--- config.mk ---
export PLATFORM = sky130hd
export DESIGN_NAME = intt_ctrl_flat
export DESIGN_NICKNAME = d
export VERILOG_FILES = /design/src/rtl/intt_ctrl_if.sv /design/src/rtl/intt_ctrl.sv /design/src/flat_wrapper.sv
export SDC_FILE = /design/constraint.sdc
export NUM_CORES = 1
export LEC_CHECK = 0
export CORE_UTILIZATION = 53
export CTS_CLUSTER_DIAMETER = 50
export CTS_CLUSTER_SIZE = 24
export DETAILED_ROUTE_END_ITERATION = 10
export PLACE_DENSITY = 0.73
export SLEW_MARGIN = 20
export SYNTH_ARGS = -nofsm -noshare
export SYNTH_HDL_FRONTEND = slang
export SYNTH_SLANG_ARGS = --single-unit
--- constraint.sdc ---
create_clock -name clk -period 3.8 [get_ports clk]
set_clock_uncertainty 0.15 [all_clocks]
set_input_delay 0.76 -clock clk [delete_from_list [all_inputs] [get_ports clk]]
set_output_delay 0.76 -clock clk [all_outputs]
set_load 0.01 [all_outputs]
--- src/rtl/intt_ctrl_if.sv ---
// intt_ctrl_if: start/status plus coefficient RAM, twiddle ROM and write-back
// addressing for one inverse-NTT controller.
// Optional feature macro: INTT_SCALE_EN (adds scale_sel for the final 1/N pass).
interface intt_ctrl_if;
    logic       start;
    logic       busy;
    logic       done;
    logic [3:0] stage;
    logic       rd_en;
    logic [7:0] rd_addr_a;
    logic [7:0] rd_addr_b;
    logic [7:0] tw_addr;
    logic       wr_a_en;
    logic       wr_b_en;
    logic [7:0] wr_addr_a;
    logic [7:0] wr_addr_b;
`ifdef INTT_SCALE_EN
    logic       scale_sel;
`endif

    modport master (
`ifdef INTT_SCALE_EN
        output scale_sel,
`endif
        input  start,
        output busy, done, stage, rd_en, rd_addr_a, rd_addr_b, tw_addr,
               wr_a_en, wr_b_en, wr_addr_a, wr_addr_b
    );

    modport slave (
`ifdef INTT_SCALE_EN
        input  scale_sel,
`endif
        output start,
        input  busy, done, stage, rd_en, rd_addr_a, rd_addr_b, tw_addr,
               wr_a_en, wr_b_en, wr_addr_a, wr_addr_b
    );
endinterface

--- src/rtl/intt_ctrl.sv ---
// intt_ctrl: address/sequence controller for one Dilithium inverse NTT (N=256)
// driving bu_intt. Walks 8 Gentleman-Sande stages, one butterfly per cycle, and
// delays every issued pair by RD_LAT+BU_LAT cycles to form write-back addresses.
// Optional feature macro: INTT_SCALE_EN (appends a 256-issue scaling pass).
module intt_ctrl #(
    parameter int BU_LAT = 36,
    parameter int RD_LAT = 1
) (
    input  logic        clk,
    input  logic        rst_n,
    intt_ctrl_if.master bus
);
    localparam int D = RD_LAT + BU_LAT;

    typedef enum logic [2:0] {
        S_IDLE   = 3'd0,
        S_ISSUE  = 3'd1,
        S_DRAIN  = 3'd2,
        S_SCALE  = 3'd3,
        S_SDRAIN = 3'd4,
        S_FIN    = 3'd5
    } state_t;

    // Offset mask len-1 for stage s, where len = 1 << s.
    function automatic logic [6:0] off_mask(input logic [2:0] s);
        return 7'h7F >> (3'd7 - s);
    endfunction

    state_t     state_r, state_nxt_s;
    logic [6:0] bfly_r, bfly_nxt_s;
    logic [2:0] stage_r, stage_nxt_s;
    logic [7:0] k_r, k_nxt_s;
`ifdef INTT_SCALE_EN
    logic [7:0] sidx_r, sidx_nxt_s;
    logic       sc_s, sc_r;
`endif

    logic       grp_end_s;
    logic       dl_last_s;
    logic [6:0] nmask_s;
    logic [7:0] nlen_s;
    logic [7:0] j_s;

    logic       busy_s, done_s, rd_en_s;
    logic [3:0] stage_s;
    logic [7:0] rd_a_s, rd_b_s, tw_s;
    logic       busy_r, done_r, rd_en_r;
    logic [3:0] stage_out_r;
    logic [7:0] rd_a_r, rd_b_r, tw_r;

    logic [D-1:0] dl_wa_r;
    logic [D-1:0] dl_wb_r;
    logic [7:0]   dl_a_r [D];
    logic [7:0]   dl_b_r [D];
    logic         dl_in_wa_s;
    logic [7:0]   dl_in_a_s, dl_in_b_s;

    // Last butterfly of a group: the twiddle index moves on after it.
    assign grp_end_s = ((bfly_r & off_mask(stage_r)) == off_mask(stage_r));
    // Final write of a pass is leaving the delay line and nothing follows it.
    assign dl_last_s = dl_wb_r[D-1] && !(|dl_wb_r[D-2:0]);

    // Butterfly-to-address mapping for the upcoming cycle: j = g*2*len + o.
    assign nmask_s = off_mask(stage_nxt_s);
    assign nlen_s  = {1'b0, nmask_s} + 8'd1;
    assign j_s     = {bfly_nxt_s & ~nmask_s, 1'b0} | {1'b0, bfly_nxt_s & nmask_s};

    // State and counter registers.
    always_ff @(posedge clk or negedge rst_n) begin
        if (!rst_n) begin
            state_r <= S_IDLE;
            bfly_r  <= 7'd0;
            stage_r <= 3'd0;
            k_r     <= 8'd0;
`ifdef INTT_SCALE_EN
            sidx_r  <= 8'd0;
`endif
        end else begin
            state_r <= state_nxt_s;
            bfly_r  <= bfly_nxt_s;
            stage_r <= stage_nxt_s;
            k_r     <= k_nxt_s;
`ifdef INTT_SCALE_EN
            sidx_r  <= sidx_nxt_s;
`endif
        end
    end

    // Next-state and counter update logic.
    always_comb begin
        state_nxt_s = state_r;
        bfly_nxt_s  = bfly_r;
        stage_nxt_s = stage_r;
        k_nxt_s     = k_r;
`ifdef INTT_SCALE_EN
        sidx_nxt_s  = sidx_r;
`endif
        case (state_r)
            S_IDLE: begin
                if (bus.start) begin
                    state_nxt_s = S_ISSUE;
                    bfly_nxt_s  = 7'd0;
                    stage_nxt_s = 3'd0;
                    k_nxt_s     = 8'd255;
                end else begin
                    state_nxt_s = S_IDLE;
                end
            end
            S_ISSUE: begin
                bfly_nxt_s = bfly_r + 7'd1;
                if (grp_end_s) begin
                    k_nxt_s = k_r - 8'd1;
                end else begin
                    k_nxt_s = k_r;
                end
                if (bfly_r == 7'd127) begin
                    state_nxt_s = S_DRAIN;
                end else begin
                    state_nxt_s = S_ISSUE;
                end
            end
            S_DRAIN: begin
                if (dl_last_s) begin
                    if (stage_r == 3'd7) begin
`ifdef INTT_SCALE_EN
                        state_nxt_s = S_SCALE;
                        sidx_nxt_s  = 8'd0;
`else
                        state_nxt_s = S_FIN;
`endif
                    end else begin
                        state_nxt_s = S_ISSUE;
                        stage_nxt_s = stage_r + 3'd1;
                    end
                end else begin
                    state_nxt_s = S_DRAIN;
                end
            end
`ifdef INTT_SCALE_EN
            S_SCALE: begin
                sidx_nxt_s = sidx_r + 8'd1;
                if (sidx_r == 8'd255) begin
                    state_nxt_s = S_SDRAIN;
                end else begin
                    state_nxt_s = S_SCALE;
                end
            end
            S_SDRAIN: begin
                if (dl_last_s) begin
                    state_nxt_s = S_FIN;
                end else begin
                    state_nxt_s = S_SDRAIN;
                end
            end
`endif
            S_FIN:   state_nxt_s = S_IDLE;
            default: state_nxt_s = S_IDLE;
        endcase
    end

    // Output decode from the upcoming state; addresses are zero when idle.
    always_comb begin
        busy_s  = 1'b0;
        done_s  = 1'b0;
        stage_s = 4'd0;
        rd_en_s = 1'b0;
        rd_a_s  = 8'd0;
        rd_b_s  = 8'd0;
        tw_s    = 8'd0;
`ifdef INTT_SCALE_EN
        sc_s    = 1'b0;
`endif
        case (state_nxt_s)
            S_ISSUE: begin
                busy_s  = 1'b1;
                stage_s = {1'b0, stage_nxt_s};
                rd_en_s = 1'b1;
                rd_a_s  = j_s;
                rd_b_s  = j_s + nlen_s;
                tw_s    = k_nxt_s;
            end
            S_DRAIN: begin
                busy_s  = 1'b1;
                stage_s = {1'b0, stage_nxt_s};
            end
`ifdef INTT_SCALE_EN
            S_SCALE: begin
                busy_s  = 1'b1;
                stage_s = 4'd8;
                rd_en_s = 1'b1;
                rd_a_s  = sidx_nxt_s;
                sc_s    = 1'b1;
            end
            S_SDRAIN: begin
                busy_s  = 1'b1;
                stage_s = 4'd8;
            end
`endif
            S_FIN:   done_s = 1'b1;
            default: busy_s = 1'b0;
        endcase
    end

    // Registered status and read-side outputs.
    always_ff @(posedge clk or negedge rst_n) begin
        if (!rst_n) begin
            busy_r      <= 1'b0;
            done_r      <= 1'b0;
            stage_out_r <= 4'd0;
            rd_en_r     <= 1'b0;
            rd_a_r      <= 8'd0;
            rd_b_r      <= 8'd0;
            tw_r        <= 8'd0;
`ifdef INTT_SCALE_EN
            sc_r        <= 1'b0;
`endif
        end else begin
            busy_r      <= busy_s;
            done_r      <= done_s;
            stage_out_r <= stage_s;
            rd_en_r     <= rd_en_s;
            rd_a_r      <= rd_a_s;
            rd_b_r      <= rd_b_s;
            tw_r        <= tw_s;
`ifdef INTT_SCALE_EN
            sc_r        <= sc_s;
`endif
        end
    end

`ifdef INTT_SCALE_EN
    // The scale pass only writes B_Out, back to the coefficient it read.
    assign dl_in_wa_s = rd_en_r & ~sc_r;
    assign dl_in_a_s  = sc_r ? 8'd0 : rd_a_r;
    assign dl_in_b_s  = sc_r ? rd_a_r : rd_b_r;
`else
    assign dl_in_wa_s = rd_en_r;
    assign dl_in_a_s  = rd_a_r;
    assign dl_in_b_s  = rd_b_r;
`endif

    // Issue-to-write delay line: entry D-1 is the write issued D cycles ago.
    always_ff @(posedge clk or negedge rst_n) begin
        if (!rst_n) begin
            dl_wa_r <= {D{1'b0}};
            dl_wb_r <= {D{1'b0}};
            for (int i = 0; i < D; i++) begin
                dl_a_r[i] <= 8'd0;
                dl_b_r[i] <= 8'd0;
            end
        end else begin
            dl_wa_r   <= {dl_wa_r[D-2:0], dl_in_wa_s};
            dl_wb_r   <= {dl_wb_r[D-2:0], rd_en_r};
            dl_a_r[0] <= dl_in_a_s;
            dl_b_r[0] <= dl_in_b_s;
            for (int i = 1; i < D; i++) begin
                dl_a_r[i] <= dl_a_r[i-1];
                dl_b_r[i] <= dl_b_r[i-1];
            end
        end
    end

    assign bus.busy      = busy_r;
    assign bus.done      = done_r;
    assign bus.stage     = stage_out_r;
    assign bus.rd_en     = rd_en_r;
    assign bus.rd_addr_a = rd_a_r;
    assign bus.rd_addr_b = rd_b_r;
    assign bus.tw_addr   = tw_r;
    assign bus.wr_a_en   = dl_wa_r[D-1];
    assign bus.wr_b_en   = dl_wb_r[D-1];
    assign bus.wr_addr_a = dl_a_r[D-1];
    assign bus.wr_addr_b = dl_b_r[D-1];
`ifdef INTT_SCALE_EN
    assign bus.scale_sel = sc_r;
`endif
endmodule

--- src/flat_wrapper.sv ---
// flat-port wrapper written by rule: the top's interface ports become plain ports
module intt_ctrl_flat 
#(
    parameter int BU_LAT = 36,
    parameter int RD_LAT = 1
)
  (clk, rst_n, bus_start, bus_busy, bus_done, bus_stage, bus_rd_en, bus_rd_addr_a, bus_rd_addr_b, bus_tw_addr, bus_wr_a_en, bus_wr_b_en, bus_wr_addr_a, bus_wr_addr_b);
  intt_ctrl_if bus_i ();
  input  logic clk;
  input  logic rst_n;
  input wire logic [$bits(bus_i.start)-1:0] bus_start;
  output wire logic [$bits(bus_i.busy)-1:0] bus_busy;
  output wire logic [$bits(bus_i.done)-1:0] bus_done;
  output wire logic [$bits(bus_i.stage)-1:0] bus_stage;
  output wire logic [$bits(bus_i.rd_en)-1:0] bus_rd_en;
  output wire logic [$bits(bus_i.rd_addr_a)-1:0] bus_rd_addr_a;
  output wire logic [$bits(bus_i.rd_addr_b)-1:0] bus_rd_addr_b;
  output wire logic [$bits(bus_i.tw_addr)-1:0] bus_tw_addr;
  output wire logic [$bits(bus_i.wr_a_en)-1:0] bus_wr_a_en;
  output wire logic [$bits(bus_i.wr_b_en)-1:0] bus_wr_b_en;
  output wire logic [$bits(bus_i.wr_addr_a)-1:0] bus_wr_addr_a;
  output wire logic [$bits(bus_i.wr_addr_b)-1:0] bus_wr_addr_b;
  assign bus_i.start = bus_start;
  assign bus_busy = bus_i.busy;
  assign bus_done = bus_i.done;
  assign bus_stage = bus_i.stage;
  assign bus_rd_en = bus_i.rd_en;
  assign bus_rd_addr_a = bus_i.rd_addr_a;
  assign bus_rd_addr_b = bus_i.rd_addr_b;
  assign bus_tw_addr = bus_i.tw_addr;
  assign bus_wr_a_en = bus_i.wr_a_en;
  assign bus_wr_b_en = bus_i.wr_b_en;
  assign bus_wr_addr_a = bus_i.wr_addr_a;
  assign bus_wr_addr_b = bus_i.wr_addr_b;
  intt_ctrl #(.BU_LAT(BU_LAT), .RD_LAT(RD_LAT)) u_core (.clk(clk), .rst_n(rst_n), .bus(bus_i));
endmodule
==> metrics <==
EDFF count, synth 0; routed vias/inst 4.81; commonest non-fill, non-tap cells in the layout dfrtp_1 (680), clkdlybuf4s50_1 (49), buf_4 (47); top cell type by total area after synthesis dfrtp_1; # DRC 0; post-synthesis sequential area ratio 91.4%; # hold bufs at CTS 0; P&R area growth vs syn 15.5%; Pleak just over 10 nW; Avg WL per Cell between 15 and 20 um; Worst R2R Start u_core.dl_wa_r[23]; GR Util met1 a little over a fifth; wire length of the first global-routing pass between 40,000 and 50,000 um; later-pin clock latency in the skew report between 0.5 and 0.6 ns; Placed Instance Area 0.0199 sq mm; largest net degree at the start of global routing 94; Design Power between 15 and 20 mW; peak supply drop 587 uV; Power per Cell Area around 800 mW/mm^2; endpoints failing setup 0; Sum Neg Setup Slack 0 ns; H-tree Lvls 2; Yosys cell types 60; die area between 0.03 and 0.04 sq mm; Root Driver clkbuf_16; Rows 68; FF-to-FF End u_core.bus.rd_addr_b[7]; min Tclk post-route between 3 and 4 ns; Setup CP Type register to register; HPWL after detailed placement roughly 14,000 um; dominant synthesized flop cell dfrtp_1; cts bufs inserted a little over 40; Worst Tran Pin Value around 0.55 ns; Routed Antenna Nets 0; worst min-delay path category input pin to asynchronous set/reset pin; Port Buf Inserts 50; CTS Buffer Depth 3; crit end category register; max_slew headroom 62.2%; total gr overflow 0; final hold vios 0; busiest grt layer met2; GRT Total Usage between 10% and 20%; width of the die around 190 um; crit start category register; net count after synthesis 940; Pins Over Slew Limit 0; WP data required 4.12 ns; GRT met3 Usage under 10%; Worst-path clk slew about 0.080 ns; number of synthesized register bits 680; drt first-iter violations about 310; R2R depth 15; core area roughly 0.035 sq mm; Worst Path Arrival slightly below 4 ns; share of layout cells above drive strength 1 between 10% and 20%; antenna violations before repair 0; Mapped Cells 926; GPL Wtd Cong just over 0.8; final net count approximately 1,100; Tcrit/Tclk final between 90% and 100%; number of global-route vias before repair just over 8,000; CTS tree done; Avg Inst Size Synth around 20 sq um; chip height about 190 um; synth top area cells dfrtp_1 (91%), buf_4 (0.77%), ha_1 (0.67%), nor2_1 (0.48%), nor4_1 (0.47%); ant diodes 0; Ys Warns 0; Initial Util between 50% and 60%; status finished clean; drt first pass iters 4; Achievable Freq 276 MHz; crit path max fanout 4; Max Cap Viol 0; grt met2 use 25.7%; cell area after synthesis 0.0186 sq mm; DR vias between 7,000 and 8,000; Final Cell Area ~0.021 sq mm; Routed WL between 20,000 and 30,000 um; clk sinks 680; FFs w/ async S/R, synth 100%; commonest non-fill, non-tap cell in the layout dfrtp_1; reg-to-reg slack, setup between 0.15 and 0.2 ns; post-synth top area share 91.4%; I/O pins between 50 and 60
## sequential cells by signal, indices dropped and copies added (netlist names), 8 cells and up
name and flops:
u_core.bus.rd_addr_a 8, u_core.bus.rd_addr_b 8, u_core.bus.tw_addr 8, u_core.bus.wr_addr_a 8, u_core.bus.wr_addr_b 8, u_core.dl_a_r 288
u_core.dl_b_r 288, u_core.dl_wa_r 37, u_core.k_r 8
## routing by layer
metal | wire, um | part of all wire [%]
met5 | 0 | 0
met3 | 1080 | 4.2
met4 | 601 | 2.3
met2 | 12800 | 50
met1 | 11200 | 44
## report_power, final
| part | switching, mW | internal (mW) | leakage, nW | total [mW] |
|---|---|---|---|---|
| Clock | 2.36 | 2.43 | 0.697 | 4.79 |
| Combinational | 0.838 | 0.785 | 1.08 | 1.62 |
| Sequential | 0.908 | 9.91 | 8.47 | 10.8 |
| Total | 4.11 | 13.1 | 10.2 | 17.2 |
## what timing repair did
action | CTS | global route
endpoints found under the setup margin | 2 | 3
resized for setup | 0 | 15
buffers inserted | 1 | 5
pin swaps | 1 | 8
## kinds of logic (layout without fill, tap and decap cells)
group / count (synthesis) / after routing / synth area share, %
XOR/XNOR: 3 / 3 / 0.141
AND/OR/NAND/NOR: 118 / 118 / 3.57
other: 1 / 1 / 0.0201
flip-flops: 680 / 680 / 91.4
AO/OA/AOI/OAI: 60 / 60 / 2.32
buffers and inverters: 46 / 193 / 1.37
adder cells (fa/ha/maj): 11 / 11 / 0.780
multiplexers: 7 / 7 / 0.383
## critical path, stage by stage (launching register included)
cell and delay (ns):
dfrtp_1 0.40, nor4_2 0.31, nand4_1 0.13, buf_4 0.18
nor4_4 0.26, buf_6 0.15, buf_12 0.10, mux2_2 0.33
or2_4 0.26, a22o_1 0.21, ha_1 0.29, o21a_1 0.20
nor2_2 0.14, nor2_1 0.09, o211a_1 0.24, nor3_2 0.10
## stage by stage
stage | setup WS (ns) | utilization (%) | hold slack, ns | cells
final | 0.173 | 62.2 | 0.0216 | 1528
after global routing | -0.0205 | 62.2 | 0.0473 | 1528
after CTS | 0.0554 | 61.9 | 0.0308 | 1523
after detailed placement | -0.169 | 57.7 | 0.185 | 1453
after global placement | -0.0988 | 57.7 | 0.182 | 1453
after floorplan | 0.175 | - | 0.181 | 926
## worst max path at each step
stage	from	end	slack (ns)	cells past startpoint
3_5_place_dp	bus_start	u_core.bus.rd_addr_b[7]	-0.17	15
4_1_cts	u_core.dl_wa_r[1]	u_core.bus.rd_addr_b[7]	0.06	16
2_1_floorplan	u_core.state_r[2]	u_core.bus.rd_addr_b[6]	0.18	16
3_3_place_gp	bus_start	u_core.bus.rd_addr_b[7]	-0.1	15
6_report	u_core.dl_wa_r[23]	u_core.bus.rd_addr_b[7]	0.17	15
5_1_grt	u_core.dl_wa_r[23]	u_core.bus.rd_addr_b[7]	-0.02	17
## synthesized netlist by cell type, drive strengths merged, types with 3 or more instances
master and n:
o21ai 15, nor3b 4, or2 3, mux2i 6, dfrtp 680, nor3 9
clkbuf 5, nor2 24, nor4 15, a211oi 4, nand3 5, nand4 4
and2 13, o21a 4, a31oi 4, nand2 23, a21oi 10, a22o 4
inv 19, ha 10, buf 22, a2111oi 3, a21o 4, and3 5
## layout make-up
type | count | area, sq um
Clock buffer | 45 | 1080
Clock inverter | 24 | 332
Fill cell | 2398 | 13000
Inverter | 19 | 71.3
Multi-Input combinational cell | 200 | 1420
Sequential cell | 680 | 17000
Tap cell | 455 | 569
Timing Repair Buffer | 105 | 1010
Power figures use the tool's default switching activity.
